### src/rtl/frame_wr_burst_gen_pkg.sv
// Shared definitions for the frame write-burst generator and its read-side sibling:
// FSM state encoding, a constant-friendly ceil(log2) helper and the beat-size shift.
package frame_wr_burst_gen_pkg;

  typedef enum logic [2:0] {
    ST_IDLE = 3'd0,
    ST_ARM  = 3'd1,
    ST_WAIT = 3'd2,
    ST_CMD  = 3'd3,
    ST_DATA = 3'd4,
    ST_DONE = 3'd5
  } state_e;

  // Smallest r with 2**r >= value; usable in parameter expressions.
  function automatic int clog2_f(input int value);
    int result;
    result = 0;
    for (int i = 0; i < 31; i++) begin
      if ((32'sd1 <<< i) < value) begin
        result = i + 1;
      end else begin
        result = result;
      end
    end
    return result;
  endfunction

  localparam int BEAT_BYTES_DEF = 16;
  localparam int BEAT_SHIFT_DEF = clog2_f(BEAT_BYTES_DEF);

endpackage

### src/rtl/frame_wr_burst_gen_if.sv
// DDR write-command and data-beat channel between the burst generator (master)
// and the memory controller (slave).
interface frame_wr_burst_gen_if #(
  parameter int ADDR_W = 28
) ();

  logic              cmd_valid;
  logic              cmd_ready;
  logic [ADDR_W-1:0] cmd_addr;
  logic [7:0]        cmd_len;
  logic              data_beat;

  modport master (
    output cmd_valid,
    output cmd_addr,
    output cmd_len,
    input  cmd_ready,
    input  data_beat
  );

  modport slave (
    input  cmd_valid,
    input  cmd_addr,
    input  cmd_len,
    output cmd_ready,
    output data_beat
  );

endinterface

### src/rtl/frame_wr_burst_gen_vs_edge_det.sv
// Vsync rising-edge detector: registers the level and flags the cycle in which it
// goes high. Shared by the write and read frame sides.
module vs_edge_det (
  input  logic clk,
  input  logic rst,
  input  logic sig,
  output logic rise
);

  logic sig_d;
  logic sig_q;

  // Next value of the delayed level.
  always_comb begin
    sig_d = sig;
  end

  // Delayed copy of the level, cleared by reset.
  always_ff @(posedge clk) begin
    if (rst) begin
      sig_q <= 1'b0;
    end else begin
      sig_q <= sig_d;
    end
  end

  assign rise = sig & ~sig_q;

endmodule

### src/rtl/frame_wr_burst_gen.sv
// Splits each write frame into DDR write bursts, gating every burst on the pixel
// FIFO level and tracking accepted beats; a vsync mid-frame restarts on the new slot.
module frame_wr_burst_gen
  import frame_wr_burst_gen_pkg::*;
#(
  parameter int ADDR_W      = 28,
  parameter int FRAME_SHIFT = 23,
  parameter int BEAT_BYTES  = 16,
  parameter int BURST_LEN   = 64,
  parameter int FRAME_BEATS = 259200,
  parameter int CNT_W       = 10
) (
  input  logic                  wclk,
  input  logic                  wrst,
  input  logic                  wr_vs,
  input  logic [2:0]            wr_base,
  input  logic [CNT_W-1:0]      fifo_rd_cnt,
  frame_wr_burst_gen_if.master  cmd_if,
  output logic                  busy,
  output logic                  frame_done,
  output logic                  err_overrun
);

  localparam int BEAT_SHIFT = clog2_f(BEAT_BYTES);
  localparam int OFF_W      = clog2_f(FRAME_BEATS + 1);
  localparam logic [OFF_W-1:0] FRAME_BEATS_C = OFF_W'(FRAME_BEATS);

  state_e            state_q,      state_d;
  logic [2:0]        base_q,       base_d;
  logic [OFF_W-1:0]  offset_q,     offset_d;
  logic [7:0]        beat_cnt_q,   beat_cnt_d;
  logic              restart_q,    restart_d;
  logic              cmd_valid_q,  cmd_valid_d;
  logic [ADDR_W-1:0] cmd_addr_q,   cmd_addr_d;
  logic [7:0]        cmd_len_q,    cmd_len_d;
  logic              busy_q,       busy_d;
  logic              frame_done_q, frame_done_d;
  logic              err_q,        err_d;

  logic              vs_rise_s;
  logic [OFF_W-1:0]  rem_s;
  logic [7:0]        len_s;
  logic [ADDR_W-1:0] addr_s;
  logic              restart_now_s;

  vs_edge_det u_vs_edge (
    .clk  (wclk),
    .rst  (wrst),
    .sig  (wr_vs),
    .rise (vs_rise_s)
  );

  // Remaining beats, next burst length and its start address for the current offset.
  always_comb begin
    rem_s = FRAME_BEATS_C - offset_q;
    if (32'(rem_s) < 32'(BURST_LEN)) begin
      len_s = 8'(rem_s);
    end else begin
      len_s = 8'(BURST_LEN);
    end
    addr_s = (ADDR_W'(base_q) << FRAME_SHIFT) + (ADDR_W'(offset_q) << BEAT_SHIFT);
    restart_now_s = restart_q | vs_rise_s;
  end

  // Next-state logic; registered outputs are derived from the upcoming state.
  always_comb begin
    state_d    = state_q;
    base_d     = base_q;
    offset_d   = offset_q;
    beat_cnt_d = beat_cnt_q;
    restart_d  = restart_q;
    cmd_addr_d = cmd_addr_q;
    cmd_len_d  = cmd_len_q;
    err_d      = err_q;
    case (state_q)
      ST_IDLE: begin
        if (vs_rise_s) state_d = ST_ARM;
        else           state_d = ST_IDLE;
      end
      ST_ARM: begin
        // Slot is taken one cycle after the edge so the encoder output has settled.
        base_d     = wr_base;
        offset_d   = '0;
        beat_cnt_d = 8'd0;
        restart_d  = 1'b0;
        if (vs_rise_s) begin
          err_d   = 1'b1;
          state_d = ST_ARM;
        end else begin
          state_d = ST_WAIT;
        end
      end
      ST_WAIT: begin
        if (vs_rise_s) begin
          err_d   = 1'b1;
          state_d = ST_ARM;
        end else if (rem_s == '0) begin
          state_d = ST_DONE;
        end else if (32'(fifo_rd_cnt) >= 32'(len_s)) begin
          state_d    = ST_CMD;
          cmd_len_d  = len_s;
          cmd_addr_d = addr_s;
        end else begin
          state_d = ST_WAIT;
        end
      end
      ST_CMD: begin
        if (vs_rise_s) begin
          err_d     = 1'b1;
          restart_d = 1'b1;
        end else begin
          restart_d = restart_q;
        end
        if (cmd_if.cmd_ready) state_d = ST_DATA;
        else                  state_d = ST_CMD;
      end
      ST_DATA: begin
        // A burst already on the bus cannot be cancelled; a restart waits for its end.
        if (vs_rise_s) err_d = 1'b1;
        else           err_d = err_q;
        if (cmd_if.data_beat && (beat_cnt_q == (cmd_len_q - 8'd1))) begin
          offset_d   = offset_q + OFF_W'(cmd_len_q);
          beat_cnt_d = 8'd0;
          restart_d  = 1'b0;
          if (restart_now_s) state_d = ST_ARM;
          else               state_d = ST_WAIT;
        end else if (cmd_if.data_beat) begin
          beat_cnt_d = beat_cnt_q + 8'd1;
          restart_d  = restart_now_s;
        end else begin
          restart_d  = restart_now_s;
        end
      end
      ST_DONE: begin
        if (vs_rise_s) state_d = ST_ARM;
        else           state_d = ST_IDLE;
      end
      default: begin
        state_d    = ST_IDLE;
        restart_d  = 1'b0;
        beat_cnt_d = 8'd0;
      end
    endcase
    cmd_valid_d  = (state_d == ST_CMD);
    busy_d       = (state_d != ST_IDLE);
    frame_done_d = (state_d == ST_DONE);
  end

  // State, counters and output registers.
  always_ff @(posedge wclk) begin
    if (wrst) begin
      state_q      <= ST_IDLE;
      base_q       <= 3'd0;
      offset_q     <= '0;
      beat_cnt_q   <= 8'd0;
      restart_q    <= 1'b0;
      cmd_valid_q  <= 1'b0;
      cmd_addr_q   <= '0;
      cmd_len_q    <= 8'd0;
      busy_q       <= 1'b0;
      frame_done_q <= 1'b0;
      err_q        <= 1'b0;
    end else begin
      state_q      <= state_d;
      base_q       <= base_d;
      offset_q     <= offset_d;
      beat_cnt_q   <= beat_cnt_d;
      restart_q    <= restart_d;
      cmd_valid_q  <= cmd_valid_d;
      cmd_addr_q   <= cmd_addr_d;
      cmd_len_q    <= cmd_len_d;
      busy_q       <= busy_d;
      frame_done_q <= frame_done_d;
      err_q        <= err_d;
    end
  end

  assign cmd_if.cmd_valid = cmd_valid_q;
  assign cmd_if.cmd_addr  = cmd_addr_q;
  assign cmd_if.cmd_len   = cmd_len_q;
  assign busy             = busy_q;
  assign frame_done       = frame_done_q;
  assign err_overrun      = err_q;

endmodule
### src/flat_wrapper.sv
// flat-port wrapper written by rule: the top's interface ports become plain ports
module frame_wr_burst_gen_flat import frame_wr_burst_gen_pkg::*;
#(
  parameter int ADDR_W      = 28,
  parameter int FRAME_SHIFT = 23,
  parameter int BEAT_BYTES  = 16,
  parameter int BURST_LEN   = 64,
  parameter int FRAME_BEATS = 259200,
  parameter int CNT_W       = 10
)
  (wclk, wrst, wr_vs, wr_base, fifo_rd_cnt, busy, frame_done, err_overrun, cmd_if_cmd_valid, cmd_if_cmd_addr, cmd_if_cmd_len, cmd_if_cmd_ready, cmd_if_data_beat);
  frame_wr_burst_gen_if #(.ADDR_W(ADDR_W)) cmd_if_i ();
  input  logic wclk;
  input  logic wrst;
  input  logic wr_vs;
  input  logic [2:0] wr_base;
  input  logic [CNT_W-1:0] fifo_rd_cnt;
  output logic busy;
  output logic frame_done;
  output logic err_overrun;
  output wire logic [$bits(cmd_if_i.cmd_valid)-1:0] cmd_if_cmd_valid;
  output wire logic [$bits(cmd_if_i.cmd_addr)-1:0] cmd_if_cmd_addr;
  output wire logic [$bits(cmd_if_i.cmd_len)-1:0] cmd_if_cmd_len;
  input wire logic [$bits(cmd_if_i.cmd_ready)-1:0] cmd_if_cmd_ready;
  input wire logic [$bits(cmd_if_i.data_beat)-1:0] cmd_if_data_beat;
  assign cmd_if_cmd_valid = cmd_if_i.cmd_valid;
  assign cmd_if_cmd_addr = cmd_if_i.cmd_addr;
  assign cmd_if_cmd_len = cmd_if_i.cmd_len;
  assign cmd_if_i.cmd_ready = cmd_if_cmd_ready;
  assign cmd_if_i.data_beat = cmd_if_data_beat;
  frame_wr_burst_gen #(.ADDR_W(ADDR_W), .FRAME_SHIFT(FRAME_SHIFT), .BEAT_BYTES(BEAT_BYTES), .BURST_LEN(BURST_LEN), .FRAME_BEATS(FRAME_BEATS), .CNT_W(CNT_W)) u_core (.wclk(wclk), .wrst(wrst), .wr_vs(wr_vs), .wr_base(wr_base), .fifo_rd_cnt(fifo_rd_cnt), .cmd_if(cmd_if_i), .busy(busy), .frame_done(frame_done), .err_overrun(err_overrun));
endmodule
### config.mk
export PLATFORM = sky130hd
export DESIGN_NAME = frame_wr_burst_gen_flat
export DESIGN_NICKNAME = d
export VERILOG_FILES = /design/src/rtl/frame_wr_burst_gen_pkg.sv /design/src/rtl/frame_wr_burst_gen_if.sv /design/src/rtl/frame_wr_burst_gen_vs_edge_det.sv /design/src/rtl/frame_wr_burst_gen.sv /design/src/flat_wrapper.sv
export SDC_FILE = /design/constraint.sdc
export NUM_CORES = 1
export LEC_CHECK = 0
export ABC_AREA = 1
export BUFFER_PORTS_ARGS = -buffer_cell sky130_fd_sc_hd__buf_4
export CELL_PAD_IN_SITES_DETAIL_PLACEMENT = 0
export CELL_PAD_IN_SITES_GLOBAL_PLACEMENT = 2
export CORE_MARGIN = 5
export CORE_UTILIZATION = 25
export CTS_CLUSTER_SIZE = 30
export DETAILED_ROUTE_END_ITERATION = 6
export GPL_TIMING_DRIVEN = 1
export PLACE_DENSITY = 0.72
export SYNTH_ARGS = -nofsm -noshare
export SYNTH_HDL_FRONTEND = slang
export SYNTH_SLANG_ARGS = --single-unit
### constraint.sdc
create_clock -name wclk -period 6.3 [get_ports wclk]
set_clock_uncertainty 0.05 [all_clocks]
set_input_delay 0.315 -clock wclk [delete_from_list [all_inputs] [get_ports wclk]]
set_output_delay 0.315 -clock wclk [all_outputs]
set_load 0.03 [all_outputs]
Yosys cells after proc, flatten, opt, wreduce, memory -nomap -nowiden
Cells that the tools add are included.

storage, ports and cells
  flip-flop bits (word level) = 74
  bits of input ports = 18
  output and inout port bits = 40

cells by class
  $lt $le $gt $ge = 2
  reduce and logical (&&, ||, !) cells = 14
  add/sub/neg operators = 5
  bitwise gates (word level) = 7
  equal/unequal tests = 11
  mux-type cells = 18

operators by type and width
  kind                                                                            number
  18-bit case mux with 2 select lines                                             1
  26-bit by 22-bit adder with 27-bit output                                       1
  8-bit two-way mux                                                               3
  18-bit by 8-bit adder with 18-bit output                                        1
  18-bit zero test                                                                1
  18-bit by 7-bit less-than comparator with 1-bit output (second input constant)  1
  18-bit two-way mux                                                              1
  18-bit subtractor (first input constant)                                        1
  8-bit case mux with 2 select lines                                              1
  3-bit case mux with 5 select lines                                              1
  3-bit two-way mux                                                               4
  10-bit by 8-bit greater-or-equal comparator with 1-bit output                   1
  3-bit by 2-bit equality test with 1-bit output (second input constant)          3
  3-bit equality test (second input constant)                                     3
  8-bit by 1-bit adder with 8-bit output (second input constant)                  1
  8-bit equality test                                                             1
  2-bit AND reduction                                                             4
  4-bit OR reduction                                                              2
  8-bit by 1-bit subtractor with 8-bit output (second input constant)             1
  1-bit inverter                                                                  5
  1-bit two-way mux                                                               4
  2-bit two-way mux                                                               2
  2-bit by 1-bit != test with 1-bit output (second input constant)                2
  4-bit AND reduction                                                             1
  11 further kinds                                                                11

Depth between registers and ports, before layout
  word-level depth = 9
  depth in mapped cells = 26
  depth with buffers taken out = 26

Hierarchy
A second synthesis with hierarchy kept.

second synthesis, totals
  cells, all modules = 690
  area, all modules = 4466.8 um^2

modules (own cells, without submodules)
  module              cells an instance  instances  area each (um^2)
  frame_wr_burst_gen  686                1          4435.5
  vs_edge_det         4                  1          31.3

Least setup slack after synthesis
No wires, ideal clock.

  path type = register to register
  start point = reg u_core.offset_q[0]
  end point = reg u_core.cmd_addr_q[11] (netlist: u_core.cmd_if.cmd_addr[11])
  data required time = 6180 ps
  cell stages (with the launch flop) = 24
  buffers on the path = 1
  library setup time = 70 ps
  arrival time = 3216 ps
  slack = 2963 ps
  cell sequence = dfxtp_1 > inv_1 > ha_1 > nand2_1 > nor2_1 > nand2_1 > nand2_1 > nand2_1 > nand2_1 > nand2_1 > nand2_1 > nand2_1 > nor2_2 > nand2_1 > nor2_1 > inv_1 > ha_1 > nand2_1 > nor4_1 > nand2_1 > nand4_1 > clkbuf_1 > nand4_1 > a21oi_1

between the ends
  longest elaborated chain between the ends = 5

RTL lines
  item                                                           RTL line                   text
  start: declaration                                             frame_wr_burst_gen.sv:30   logic [OFF_W-1:0] offset_q, offset_d;
  start signal: assignment                                       frame_wr_burst_gen.sv:166  offset_q <= offset_d;
  18-bit subtractor                                              frame_wr_burst_gen.sv:55   rem_s = FRAME_BEATS_C - offset_q;
  18-bit by 7-bit less-than comparator with 1-bit output         frame_wr_burst_gen.sv:56   if (32'(rem_s) < 32'(BURST_LEN)) begin
  8-bit two-way mux                                              frame_wr_burst_gen.sv:56
  10-bit by 8-bit greater-or-equal comparator with 1-bit output  frame_wr_burst_gen.sv:99   end else if (32'(fifo_rd_cnt) >= 32'(len_s)) begin
  4-bit AND reduction (no line)                                  n/a
  end signal: assignment                                         frame_wr_burst_gen.sv:170  cmd_addr_q <= cmd_addr_d;
  end: declaration                                               frame_wr_burst_gen.sv:34   logic [ADDR_W-1:0] cmd_addr_q, cmd_addr_d;

Several ways; a longest one is shown, not always the timed one.
A chain may end at the register's enable or synchronous reset.

Worst setup path after layout
  start point = reg u_core.offset_q[0]
  end point = reg u_core.cmd_len_q[1] (netlist: u_core.cmd_if.cmd_len[1])

between the ends
  longest elaborated chain between the ends = 5

RTL lines
  item                                                           RTL line                   text
  18-bit subtractor *                                            frame_wr_burst_gen.sv:55
  18-bit by 7-bit less-than comparator with 1-bit output         frame_wr_burst_gen.sv:56
  8-bit two-way mux                                              frame_wr_burst_gen.sv:56
  10-bit by 8-bit greater-or-equal comparator with 1-bit output  frame_wr_burst_gen.sv:99
  4-bit AND reduction (no line)                                  n/a
  end signal: assignment                                         frame_wr_burst_gen.sv:171  cmd_len_q <= cmd_len_d;
  end: declaration                                               frame_wr_burst_gen.sv:35   logic [7:0] cmd_len_q, cmd_len_d;

Mark *: on every way between the ends. The rest lies on a longest branch, timed or not.

==> impl_metrics.json <==
{
  "cp-startpoint": "u_core.offset_q[0]$_SDFFE_PP0P_",
  "register_area_um2": 1340,
  "finalHoldViolCount": 0,
  "cts_buffers": 9,
  "dpl_cell_area_um2": 5070,
  "grt_pass1_vias": 4533,
  "design_area_um2": 5370,
  "r2r-start": "u_core.offset_q[0]$_SDFFE_PP0P_",
  "hp-class": "input port to flip-flop",
  "multi_input_area_um2": 2720,
  "leakage_nw": 2.39,
  "setup_viol": 0,
  "cts_hold_buffers": 0,
  "swShare_pct": 28.4,
  "tns_ps": 0,
  "die-height_um": 145,
  "path_class": "flip-flop to flip-flop",
  "tightest_slew_ps": 1120,
  "grt_setup_unrepaired": "false",
  "rows": 49,
  "synth_seq_cells": 67,
  "drc_errors": 0,
  "worstSetupStartpointType": "flip-flop",
  "final_cell_mix": "212 x nand2_1, 98 x nor2_1, 83 x inv_1",
  "grt_overflow": 0,
  "worstPathRequired_ps": 6480,
  "internal_power_mw": 0.806,
  "path_buf_inv": 2,
  "slew_headroom_pct": 25.3,
  "power_density_nw_per_um2": 210,
  "syn-cell-area_um2": 4540,
  "post-route-min-period_ps": 5020,
  "clk_latency_ps": 340,
  "wl_per_cell_um": 14.6,
  "coreArea_um2": 17900,
  "cp_slowest_stage_delay_ps": 850,
  "n_antenna_cell": 0,
  "critPathTopFamily": "simple AND/OR/NAND/NOR gates",
  "clockBufferDepth": 2,
  "drive_gt1_share_pct": 9.78,
  "nets": 811,
  "drt_pass1_iterations": 5,
  "initial_utilization_pct": 25.4,
  "ys_types": 39,
  "postSynthCellCount": 734,
  "rr_worst_depth": 24,
  "cp-endpoint": "u_core.cmd_if.cmd_len[1]$_SDFFE_PP0P_",
  "rr_endpoint": "u_core.cmd_if.cmd_len[1]$_SDFFE_PP0P_",
  "yosys_warnings": 0,
  "io_buffers": 50,
  "gr-usage-all-layers_pct": 14.3,
  "grt_pass1_wl_um": 23600,
  "slowest_stage": "nand4_1",
  "clk_pin_slew_ps": 60,
  "maxSlewViolCount": 0,
  "syn_avg_cell_area_um2": 6.19,
  "vdd_ir_drop_max_mv": 0.130,
  "power.switching_mw": 0.320,
  "area_growth_pct": 18.2,
  "crit_top_cell": "nand2_1",
  "clock_sinks": 67,
  "routed_wl_um": 14700,
  "nFillCells": 2019,
  "end_kind": "flip-flop",
  "drtIter0Drc": 366,
  "layout_commonest_cell": "nand2_1",
  "crit_fanout": 36,
  "ant_nets": 0,
  "max_freq_mhz": 199,
  "htreeDepth": 3,
  "drv_cap": 0,
  "clkPwrFrac_pct": 45.2,
  "period_share_pct": 79.7,
  "antenna_found_initial": 0,
  "cp.depth": 24,
  "grt_max_degree": 41,
  "vias": 4679,
  "pin_count": 58,
  "dpl.hpwl_um": 11300,
  "die-area_um2": 21000,
  "ys_seq_area_share_pct": 29.5,
  "cts_setup_buffers": 0,
  "clockRootBuffer": "clkbuf_16",
  "die_x_um": 145,
  "timing.critical_path.cells": "inv_1 -> ha_1 -> nand2_1 -> nor2_1 -> nand2_1 -> nand2_1 -> nand2_1 -> nand2_1 -> nand2_1 -> nand2_1 -> nand2_1 -> nor2_2 -> nand2_1 -> nor2_1 -> inv_1 -> ha_1 -> a21oi_1 -> o21ai_0 -> nand2_1 -> nand4_1 -> nand3_4 -> nand2_1 -> nand2_1 -> nor2_1",
  "status": "completed",
  "r2r_slack_ps": 1280,
  "tritoncts": "yes",
  "arrival_ps": 5200,
  "finalWeightedCongestion": 0.906,
  "avgViaCountPerCell": 4.65,
  "power_frac_comb_pct": 14.8,
  "seq_power_share_pct": 40.0,
  "cts-resized-gates": 0
}
-- sequential cells by signal, summed over array words and instances, names as in the netlist --
name / cells
u_core.err_overrun: 1
u_core.restart_q: 1
u_core.cmd_if.cmd_addr: 21
u_core.busy: 1
u_core.beat_cnt_q: 8
u_core.offset_q: 18
u_core.frame_done: 1
u_core.cmd_if.cmd_valid: 1
u_core.cmd_if.cmd_len: 8
u_core.base_q: 3
u_core.u_vs_edge.sig_q: 1
u_core.state_q: 3
-- worst min-delay path by stage --
stage	cells after the start	slack (ps)	end	startpoint
floorplan	2	390	u_core.u_vs_edge.sig_q$_SDFF_PP0_	wr_vs
global placement	2	390	u_core.err_overrun$_SDFFE_PP0P_	u_core.err_overrun$_SDFFE_PP0P_
detailed placement	2	400	u_core.err_overrun$_SDFFE_PP0P_	u_core.err_overrun$_SDFFE_PP0P_
CTS	3	130	u_core.u_vs_edge.sig_q$_SDFF_PP0_	wr_vs
global route	3	170	u_core.u_vs_edge.sig_q$_SDFF_PP0_	wr_vs
finish	3	140	u_core.u_vs_edge.sig_q$_SDFF_PP0_	wr_vs
-- per-layer routing --
metal	track usage [%]	wire [um]
met1	20.2	7590
met2	21.8	6370
met3	2.46	479
met4	5.40	287
met5	0	0
-- logic make-up (layout without fill, tap and decap cells) --
| logic type | after synthesis | count (layout) | share of synthesized area (%) |
|---|---|---|---|
| simple gates | 408 | 408 | 37.9 |
| buf+inv | 119 | 156 | 11.0 |
| compound gates | 97 | 97 | 11.3 |
| flops | 67 | 67 | 29.5 |
| fa+ha+maj | 21 | 21 | 5.95 |
| xor+xnor | 20 | 20 | 4.16 |
| other cells | 2 | 8 | 0.165 |
-- cell type report --
type / count / share of cell area [%]
Timing Repair Buffer: 52 / 7.27
Inverter: 88 / 6.15
Sequential cell: 67 / 25.0
Clock inverter: 4 / 0.932
Multi-Input combinational cell: 554 / 50.7
Clock buffer: 12 / 4.59
Tap cell: 229 / 5.34
-- worst reg2reg max path: cells and delay by family, from the launching register on --
kind | cells | cell delay [ps]
AND/OR/NAND/NOR | 18 | 3480
buffers and inverters | 2 | 240
flip-flops | 1 | 360
adder cells (fa/ha/maj) | 2 | 530
AO/OA/AOI/OAI | 2 | 250
-- cell usage after synthesis (all sizes together) --
cell type	number	area, um2
ha	20	250
and3	2	12.5
buf	19	121
o21bai	2	15.0
nor2	100	380
inv	86	323
a21o	2	15.0
dfxtp	67	1340
nand3	48	253
nor4	3	18.8
nor3	8	40.0
nand4	30	188
fa	1	20.0
xor2	12	105
clkinv	2	7.51
a211oi	1	7.51
nor3b	1	7.51
o31ai	2	15.0
a31oi	1	6.26
nand2	213	802
nand3b	1	7.51
conb	2	7.51
or2	2	12.5
a21oi	60	300
xnor3	1	22.5
clkbuf	12	46.3
xnor2	7	61.3
o211ai	2	15.0
o21ai	27	139
-- power groups by stage --
| stage | sequential (mW) | combinational, mW | clock, mW |
|---|---|---|---|
| after detailed placement | 0.459 | 0.166 | 0 |
| after global routing | 0.451 | 0.188 | 0.542 |
| final | 0.450 | 0.167 | 0.509 |
| after floorplan | 0.461 | 0.116 | 0 |
| after global placement | 0.459 | 0.166 | 0 |
| after CTS | 0.449 | 0.168 | 0.526 |
-- stage by stage --
stage | hold WS [ps] | cells | util, % | setup slack [ps] | total power, mW
2_1_floorplan | 390 | 740 | - | 2960 | 0.577
3_3_place_gp | 393 | 990 | 28.3 | 1310 | 0.625
3_5_place_dp | 401 | 990 | 28.3 | 1310 | 0.625
4_1_cts | 128 | 1006 | 30.0 | 1310 | 1.14
5_1_grt | 174 | 1006 | 30.0 | 591 | 1.18
6_report | 138 | 1006 | 30.0 | 1280 | 1.13
Note: power is estimated with default switching activity, not from simulation.
